==> src/rtl/fm_period_demod.sv <==
// Period demodulator for an offset-binary sine carrier: hysteretic rising-crossing
// detection, accepted-sample counting across 2**AVG_LOG2 periods, and loss-of-signal.
module fm_period_demod #(
   parameter int SINE_WIDTH  = 7,
   parameter int HYST        = 4,
   parameter int AVG_LOG2    = 4,
   parameter int COUNT_WIDTH = 16,
   parameter int TIMEOUT     = 4096
) (
   input  logic                   clk,
   input  logic                   reset,
   input  logic                   enable,
   input  logic                   sample_valid,
   input  logic [SINE_WIDTH-1:0]  sample,
   output logic [COUNT_WIDTH-1:0] period_sum,
   output logic                   period_valid,
   output logic                   signal_lost,
   output logic                   crossing
);

   localparam int MID  = 2 ** (SINE_WIDTH - 1);
   localparam int NWIN = 2 ** AVG_LOG2;

   localparam logic signed [SINE_WIDTH:0] MID_S      = MID;
   localparam logic signed [SINE_WIDTH:0] HYST_S     = HYST;
   localparam logic signed [SINE_WIDTH:0] NEG_HYST_S = -HYST;
   localparam logic [COUNT_WIDTH-1:0]     TIMEOUT_C  = COUNT_WIDTH'(TIMEOUT);
   localparam logic [AVG_LOG2:0]          NWIN_C     = (AVG_LOG2 + 1)'(NWIN);

   // A hysteresis band reaching the rails would make every crossing unreachable.
   if (HYST >= MID - 1) begin : g_bad_hyst
      $error("fm_period_demod: HYST must be below 2**(SINE_WIDTH-1)-1");
   end
   if (longint'(TIMEOUT) >= (longint'(1) << COUNT_WIDTH)) begin : g_bad_timeout
      $error("fm_period_demod: TIMEOUT must fit in COUNT_WIDTH bits");
   end

   typedef enum logic {
      SEEK    = 1'b0,
      MEASURE = 1'b1
   } state_t;

   state_t                   r_state;
   logic                     r_armed;
   logic [COUNT_WIDTH-1:0]   r_count;
   logic [AVG_LOG2:0]        r_ncross;
   logic [COUNT_WIDTH-1:0]   r_period_sum;
   logic                     r_period_valid;
   logic                     r_signal_lost;
   logic                     r_crossing;

   logic signed [SINE_WIDTH:0] w_s;
   logic                       w_accept;
   logic                       w_below;
   logic                       w_above;
   logic                       w_cross;
   logic [COUNT_WIDTH-1:0]     w_count_inc;
   logic [AVG_LOG2:0]          w_ncross_inc;
   logic                       w_complete;
   logic                       w_timeout;

   assign w_s          = $signed({1'b0, sample}) - MID_S;
   assign w_accept     = enable && sample_valid;
   assign w_below      = w_s < NEG_HYST_S;
   assign w_above      = w_s > HYST_S;
   assign w_cross      = r_armed && w_above;
   assign w_count_inc  = r_count + 1'b1;
   assign w_ncross_inc = r_ncross + 1'b1;
   assign w_complete   = (r_state == MEASURE) && w_cross && (w_ncross_inc == NWIN_C);
   assign w_timeout    = (w_count_inc == TIMEOUT_C);

   always_ff @(posedge clk) begin
      if (reset) begin
         r_state        <= SEEK;
         r_armed        <= 1'b0;
         r_count        <= '0;
         r_ncross       <= '0;
         r_period_sum   <= '0;
         r_period_valid <= 1'b0;
         r_signal_lost  <= 1'b1;
         r_crossing     <= 1'b0;
      end else begin
         // Strobes are recomputed every cycle so they drop while enable is low.
         r_crossing     <= w_accept && w_cross;
         r_period_valid <= w_accept && w_complete;
         if (w_accept) begin
            if (w_below) begin
               r_armed <= 1'b1;
            end else if (w_cross) begin
               r_armed <= 1'b0;
            end
            case (r_state)
               SEEK: begin
                  if (w_cross) begin
                     r_state  <= MEASURE;
                     r_count  <= '0;
                     r_ncross <= '0;
                  end
               end
               MEASURE: begin
                  // The completing crossing also opens the next window.
                  if (w_complete) begin
                     r_period_sum  <= w_count_inc;
                     r_signal_lost <= 1'b0;
                     r_count       <= '0;
                     r_ncross      <= '0;
                  end else if (w_timeout) begin
                     r_state       <= SEEK;
                     r_signal_lost <= 1'b1;
                     r_count       <= '0;
                     r_ncross      <= '0;
                  end else begin
                     r_count <= w_count_inc;
                     if (w_cross) begin
                        r_ncross <= w_ncross_inc;
                     end
                  end
               end
            endcase
         end
      end
   end

   assign period_sum   = r_period_sum;
   assign period_valid = r_period_valid;
   assign signal_lost  = r_signal_lost;
   assign crossing     = r_crossing;

endmodule

==> config.mk <==
export PLATFORM = sky130hd
export DESIGN_NAME = fm_period_demod
export DESIGN_NICKNAME = d
export VERILOG_FILES = /design/src/rtl/fm_period_demod.sv
export SDC_FILE = /design/constraint.sdc
export NUM_CORES = 1
export LEC_CHECK = 0
export ABC_AREA = 1
export CAP_MARGIN = 25
export CORE_UTILIZATION = 55
export DETAILED_ROUTE_END_ITERATION = 10
export PLACE_DENSITY = 0.8
export SLEW_MARGIN = 20
export SYNTH_ARGS = -nofsm -noshare
export SYNTH_HDL_FRONTEND = slang
export SYNTH_SLANG_ARGS = --single-unit
==> constraint.sdc <==
create_clock -name clk -period 4.75 [get_ports clk]
set_input_delay 0.475 -clock clk [delete_from_list [all_inputs] [get_ports clk]]
set_output_delay 0.475 -clock clk [all_outputs]
set_load 0.05 [all_outputs]
==> results_dict.tcl, run 1 <==
set metrics [dict create \
    status "finished, final reports clean" \
    largest_stage_delay_on_the_critical_path_ps 560 \
    timing.rr.start "r_ncross[0]" \
    floorplan.die_area_sq_um 4268 \
    dp_cells 396 \
    power.density_nw_per_um2 235.0 \
    dpl-instance-area_sq_um 2507 \
    grt_setup_unrepaired "no" \
    power.static_leakage_uw 0.001083 \
    cts_resized 0 \
    number_of_global_route_vias_before_repair 1882 \
    timing.hold.worst.start "period_sum[4]" \
    vdd.ir_drop.worst_uv 199.9 \
    clock_tree.root_cell "clkbuf_8" \
    number_of_diodes 0 \
    worst_skew_pair.late_latency_ps 300 \
    timing.critical_path.cells "ha_1, nand3_1, xor2_1, nor3_1, nand2_1, inv_1, o21ai_0, a31oi_1" \
    drt_wl_total_um 4936 \
    vias 2127 \
    drive_gt1_share_pct 6.443 \
    track_usage_pct 25.06 \
    route.detailed.drc 0 \
    yosys_warnings 0 \
    synth_seq_cells 42 \
    synth_xor_xnor_area_share_pct 1.191 \
    clkTransAtPathRegs_ps 90 \
    io-pin-count 30 \
    mappedNetlistNets 343 \
    die_height_um 65.33 \
    crit_family "simple AND/OR/NAND/NOR gates" \
    clock_tree.htree_level_count 2 \
    globalplace.congestion 0.8475 \
    max_freq_mhz 409.8 \
    grt_first_pass_wirelength_um 8307 \
    antenna_violations_before_repair 0 \
    worst_setup_path_end_kind "register" \
    worst-path-buf-inv 1 \
    buffer_ports.inserted 29 \
    post_synth_num_cell_types 27 \
    worst_r2r_path_depth 8 \
    average_size_of_a_mapped_cell_sq_um 6.725 \
    synthMuxAreaShare_pct 0 \
    die-width_um 65.33 \
    place_hpwl_um 3538 \
    skew_ps 5.601 \
    synth_simple_gate_area_share_pct 36.02 \
    synth_cells 328 \
    compound_gate_fraction_of_synth_area_pct 13.56 \
    worstMarginPinSlew_ps 871.9 \
    synth.yosys.seq_area_share_pct 38.12 \
    globalRouteOverflowTotal 0 \
    most_used_cells_in_the_layout_excluding_fill_and_tap_cells "95 x nand2_1, 42 x dfxtp_1, 38 x inv_1, 35 x nor2_1, 33 x a21oi_1" \
    fraction_of_the_mapped_netlist_area_in_adder_cells_pct 2.269 \
    placement_rows 22 \
    layout.cells.non_filler 405 \
    layout_commonest_cell "nand2_1" \
    slew_headroom_pct 41.69 \
    data_arrival_time_at_the_worst_slack_endpoint_ps 2660 \
    cp-start-kind "register" \
    crit_type "reg2reg" \
    final_net_count 371 \
    r2r_setup_slack_ps 2310 \
    dr.first_iter.drc_count 147 \
    timing.critical_path.slowest_stage_cell "inv_1" \
    floorplan.initialDensity_pct 58.92 \
    max_capacitance_violation_count 0 \
    numCtsBuffers 5 \
    clock_net_sink_count 42 \
    wl_per_cell_um 12.19 \
    rr_endpoint "period_sum[14]" \
    drtAntennaViolNets 0 \
    min_to "period_sum[4]" \
    cts_tree "built" \
    critPathMaxFanout 27 \
    pin_count_of_the_biggest_net_entering_global_routing 28 \
    post_cts_buffers 0 \
    synth_area_sq_um 2206 \
    final_hold_viol_count 0 \
    min_delay_path_depth 2 \
    worstPathRequired_ps 4970 \
    core-area_sq_um 3744 \
    via_per_inst 5.252 \
    layout.cell_area.non_filler_sq_um 2605 \
    period_share_pct 51.38 \
    setup_failing_eps_final 0 \
    slew_viol_final 0 \
    synth_top_family_by_area "simple AND/OR/NAND/NOR gates" \
    drt-pass1-iter-count 4 \
    worst_hold_path_type "reg2reg" \
    finalWorstPathRequiredPeriod_ps 2440 \
    cts_buffer_depth 2 \
    flow.area_growth_from_synthesis_pct 18.09 \
    tns_ps 0 \
    cts-hold-fix-buffers 0 \
]
-- kinds of logic after synthesis --
group | Yosys count
AND/OR/NAND/NOR | 174
flip-flops | 42
AO/OA/AOI/OAI | 57
adder cells (fa/ha/maj) | 4
buffers and inverters | 48
XOR/XNOR | 3
-- routing by layer --
metal	part of all wire (%)	GRT usage, %	vias to the layer above
li1	-	-	1108
met3	4.8	5.556	7
met5	0	0	-
met1	50	33.26	956
met2	44	40.59	56
met4	1.3	7.065	0
-- final cells by class --
cell class,instances,area [sq um]
multi-input cells,238,1170
fillers,360,1139
flip-flops and latches,42,840.8
repair buffers,30,297.8
inverters,39,146.4
clock buffers,5,68.82
well taps,48,60.06
clock inverters,3,21.27
-- worst reg2reg max path: stages, from the launching register on --
cell,delay [ps]
dfxtp_1,410
ha_1,220
nand3_1,100
xor2_1,170
nor3_1,310
nand2_1,220
inv_1,560
o21ai_0,180
a31oi_1,190
-- synth_stat cells --
master | n | share of area [%]
a21oi_1 | 33 | 7.5
nand3b_1 | 5 | 1.7
o21ai_0 | 17 | 3.9
ha_1 | 4 | 2.3
o21bai_1 | 1 | 0.34
a31oi_1 | 4 | 1.1
xor2_1 | 3 | 1.2
dfxtp_1 | 42 | 38
buf_6 | 1 | 0.51
inv_1 | 38 | 6.5
nor2_8 | 1 | 0.91
nor2_1 | 35 | 6.0
nand2_1 | 95 | 16
nand3_1 | 15 | 3.4
nand4_1 | 8 | 2.3
inv_2 | 1 | 0.17
nand3_2 | 1 | 0.45
buf_2 | 3 | 0.68
nor2_2 | 2 | 0.57
nor2_4 | 3 | 1.5
nand2_4 | 3 | 1.5
clkbuf_4 | 1 | 0.34
nor3_1 | 3 | 0.68
nand2_2 | 3 | 0.85
o21a_1 | 1 | 0.34
o221ai_1 | 1 | 0.40
clkbuf_1 | 4 | 0.68
-- flip-flops by register name, indices dropped and copies added (netlist names) --
register and flops:
period_sum 16, r_ncross 5, r_armed 1, r_state 1
period_valid 1, r_count 16, crossing 1, signal_lost 1
-- stage by stage --
step / power [uW] / worst slack (ps) / util, % / hold slack (ps)
after floorplan: 373.9 / 2802 / - / 440.3
after global placement: 384.9 / 2074 / 66.98 / 433.1
after detailed placement: 385.2 / 2052 / 66.98 / 437.9
after CTS: 615.4 / 2311 / 69.38 / 451.2
after global routing: 630.2 / 2025 / 69.59 / 483.7
final: 612.2 / 2310 / 69.59 / 450.1
-- where the power goes --
part / internal, uW / switching [uW]
logic: 10.6 / 12.7
clock network: 103 / 132
registers: 353 / 0.928
total: 467 / 145
-- how the worst max path moves through the flow --
stage | start | endpoint | slack [ps] | cells after the start
2_1_floorplan | r_count[0] | r_count[11] | 2800 | 15
3_3_place_gp | sample[2] | period_sum[9] | 2070 | 9
3_5_place_dp | sample[2] | period_sum[8] | 2050 | 9
4_1_cts | r_ncross[0] | period_sum[8] | 2310 | 8
5_1_grt | r_ncross[0] | period_sum[2] | 2030 | 8
6_report | r_ncross[0] | period_sum[14] | 2310 | 8
No activity file was read; power rests on OpenSTA's default activity.
==> inputs of run 2 (changes only) <==
CORE_UTILIZATION = 49   (was 55)
PLACE_DENSITY = 0.75   (was 0.8)
clock period = 2.15 ns   (was 4.75 ns; I/O delays follow)
==> run 2 against run 1 <==
- clock-buffer cell count is the same
- via count grew 5.0%
- die area increased by 12%
- wire length rose by 15%
- largest cell class unchanged
==> results_dict.tcl, run 2 (same netlist as run 1, synthesis figures left out) <==
set metrics [dict create \
    clock_tree.htree_level_count 2 \
    vdd.ir_drop.worst_uv 460.1 \
    sequential_area_sq_um 845.8 \
    layout_commonest_cell "nand2_1" \
    clock_tree.root_cell "clkbuf_8" \
    switching_fraction_of_total_power_pct 24.44 \
    tns_ps 0 \
    place_hpwl_um 3813 \
    timing.critical_path.slowest_stage_cell "dfxtp_1" \
    power.density_nw_per_um2 492.1 \
    final_net_count 381 \
    number_of_global_route_vias_before_repair 2114 \
    floorplan.initialDensity_pct 50.66 \
    track_usage_pct 23.99 \
    period_share_pct 94.40 \
    worstMarginPinSlew_ps 664.5 \
    skew_ps 15.16 \
    numCtsBuffers 5 \
    max_capacitance_violation_count 0 \
    max_freq_mhz 492.7 \
    worst_setup_path_end_kind "register" \
    clkTransAtPathRegs_ps 90 \
    cts_tree "built" \
    via_per_inst 5.332 \
    placement_rows 24 \
    setup_failing_eps_final 0 \
    total_switching_power_uw 336.2 \
    number_of_diodes 0 \
    timing.critical_path.cells "ha_1, nand3_1, xor2_1, nor3_4, nor2_2, nand2_8, nor2_4, nand2_1, a21oi_1" \
    fillCellCount 392 \
    die_height_um 69.10 \
    worst_skew_pair.late_latency_ps 300 \
    dr.first_iter.drc_count 231 \
    buffer_ports.inserted 29 \
    dp_cells 408 \
    cts-hold-fix-buffers 0 \
    detailedPlace.worstSlack_ps 54.17 \
    worstPathRequired_ps 2380 \
    internal-power_uw 1039 \
    wl_per_cell_um 13.57 \
    finalWorstPathRequiredPeriod_ps 2030 \
    critPathMaxFanout 7 \
    status "finished, final reports clean" \
    floorplan.die_area_sq_um 4774 \
    final_hold_viol_count 0 \
    vias 2234 \
    pin_count_of_the_biggest_net_entering_global_routing 28 \
    drtAntennaViolNets 0 \
    die-width_um 69.10 \
    worst_hold_margin_ps 453.9 \
    flow.area_growth_from_synthesis_pct 26.72 \
    drive_gt1_share_pct 13.62 \
    crit_type "reg2reg" \
    core-area_sq_um 4354 \
    clock_power_share_pct 39.1 \
    globalRouteOverflowTotal 0 \
    drt-pass1-iter-count 4 \
    largest_stage_delay_on_the_critical_path_ps 410 \
    comb_power_share_pct 4.1 \
    footprint_of_the_multi_input_gates_sq_um 1246 \
    io-pin-count 30 \
    most_used_cells_in_the_layout_excluding_fill_and_tap_cells "89 x nand2_1, 38 x dfxtp_1, 37 x inv_1, 33 x a21oi_1, 32 x nor2_1" \
    route.detailed.drc 0 \
    power.static_leakage_uw 0.001141 \
    grt_first_pass_wirelength_um 9321 \
    drt_wl_total_um 5686 \
    clock_net_sink_count 42 \
    cp-start-kind "register" \
    globalplace.congestion 0.9060 \
    worst_hold_path_type "reg2reg" \
    slew_headroom_pct 55.65 \
    fin_worst_setup_slack_ps 120.5 \
    power_frac_seq_pct 56.8 \
    antenna_violations_before_repair 0 \
    slew_viol_final 0 \
    cts_buffer_depth 2 \
    data_arrival_time_at_the_worst_slack_endpoint_ps 2260 \
    layout.cells.non_filler 419 \
]
[run 2: metal layers]
layer	global-route usage (%)	wire, um	vias to the layer above
met2	40.13	2699	64
met1	30.70	2621	1033
met4	8.844	74	0
li1	-	-	1130
met3	4.386	291	7
met5	0	0	-
[run 2: final timing paths]
path                                     from       endpoint  slack, ps  cells past startpoint
worst max register to register    r_ncross[0]     r_count[2]        120                      9
worst min-delay path            period_sum[4]  period_sum[4]        450                      2
worst max-delay path              r_ncross[0]     r_count[2]        120                      9
worst min register to register  period_sum[4]  period_sum[4]        450                      2
[run 2: per-stage QoR]
stage,total power [uW],util (%),instance area [sq um]
floorplan,826.1,-,2206
global placement,853.0,59.37,2585
detailed placement,854.3,59.37,2585
CTS,1387,61.52,2679
global route,1425,64.20,2795
finish,1376,64.20,2795
[run 2: cell type report]
cell class,instances,area share [%]
Tap cell,52,2.328
Sequential cell,42,30.26
Timing Repair Buffer,39,14.15
Multi-Input combinational cell,239,44.58
Inverter,39,5.327
Clock inverter,3,0.8953
Clock buffer,5,2.462
[run 2: timing repair]
item                                    in CTS  in global routing
endpoints found under the setup margin       0                 34
setup buffers                                0                  1
gates resized for setup                      0                 22
[run 2: worst max-delay path, delay by kind of cell, from the launching register on]
family	cells	cell delay, ps
xor+xnor	1	310
fa+ha+maj	1	210
simple gates	6	870
flops	1	410
compound gates	1	150
[run 2: power groups by stage]
stage / clock network, uW / registers, uW / logic, uW
4_1_cts: 551 / 782 / 54.4
6_report: 537 / 781 / 56.8
3_3_place_gp: 0 / 800 / 53.3
3_5_place_dp: 0 / 800 / 54.4
5_1_grt: 580 / 782 / 62.8
2_1_floorplan: 0 / 800 / 26.2
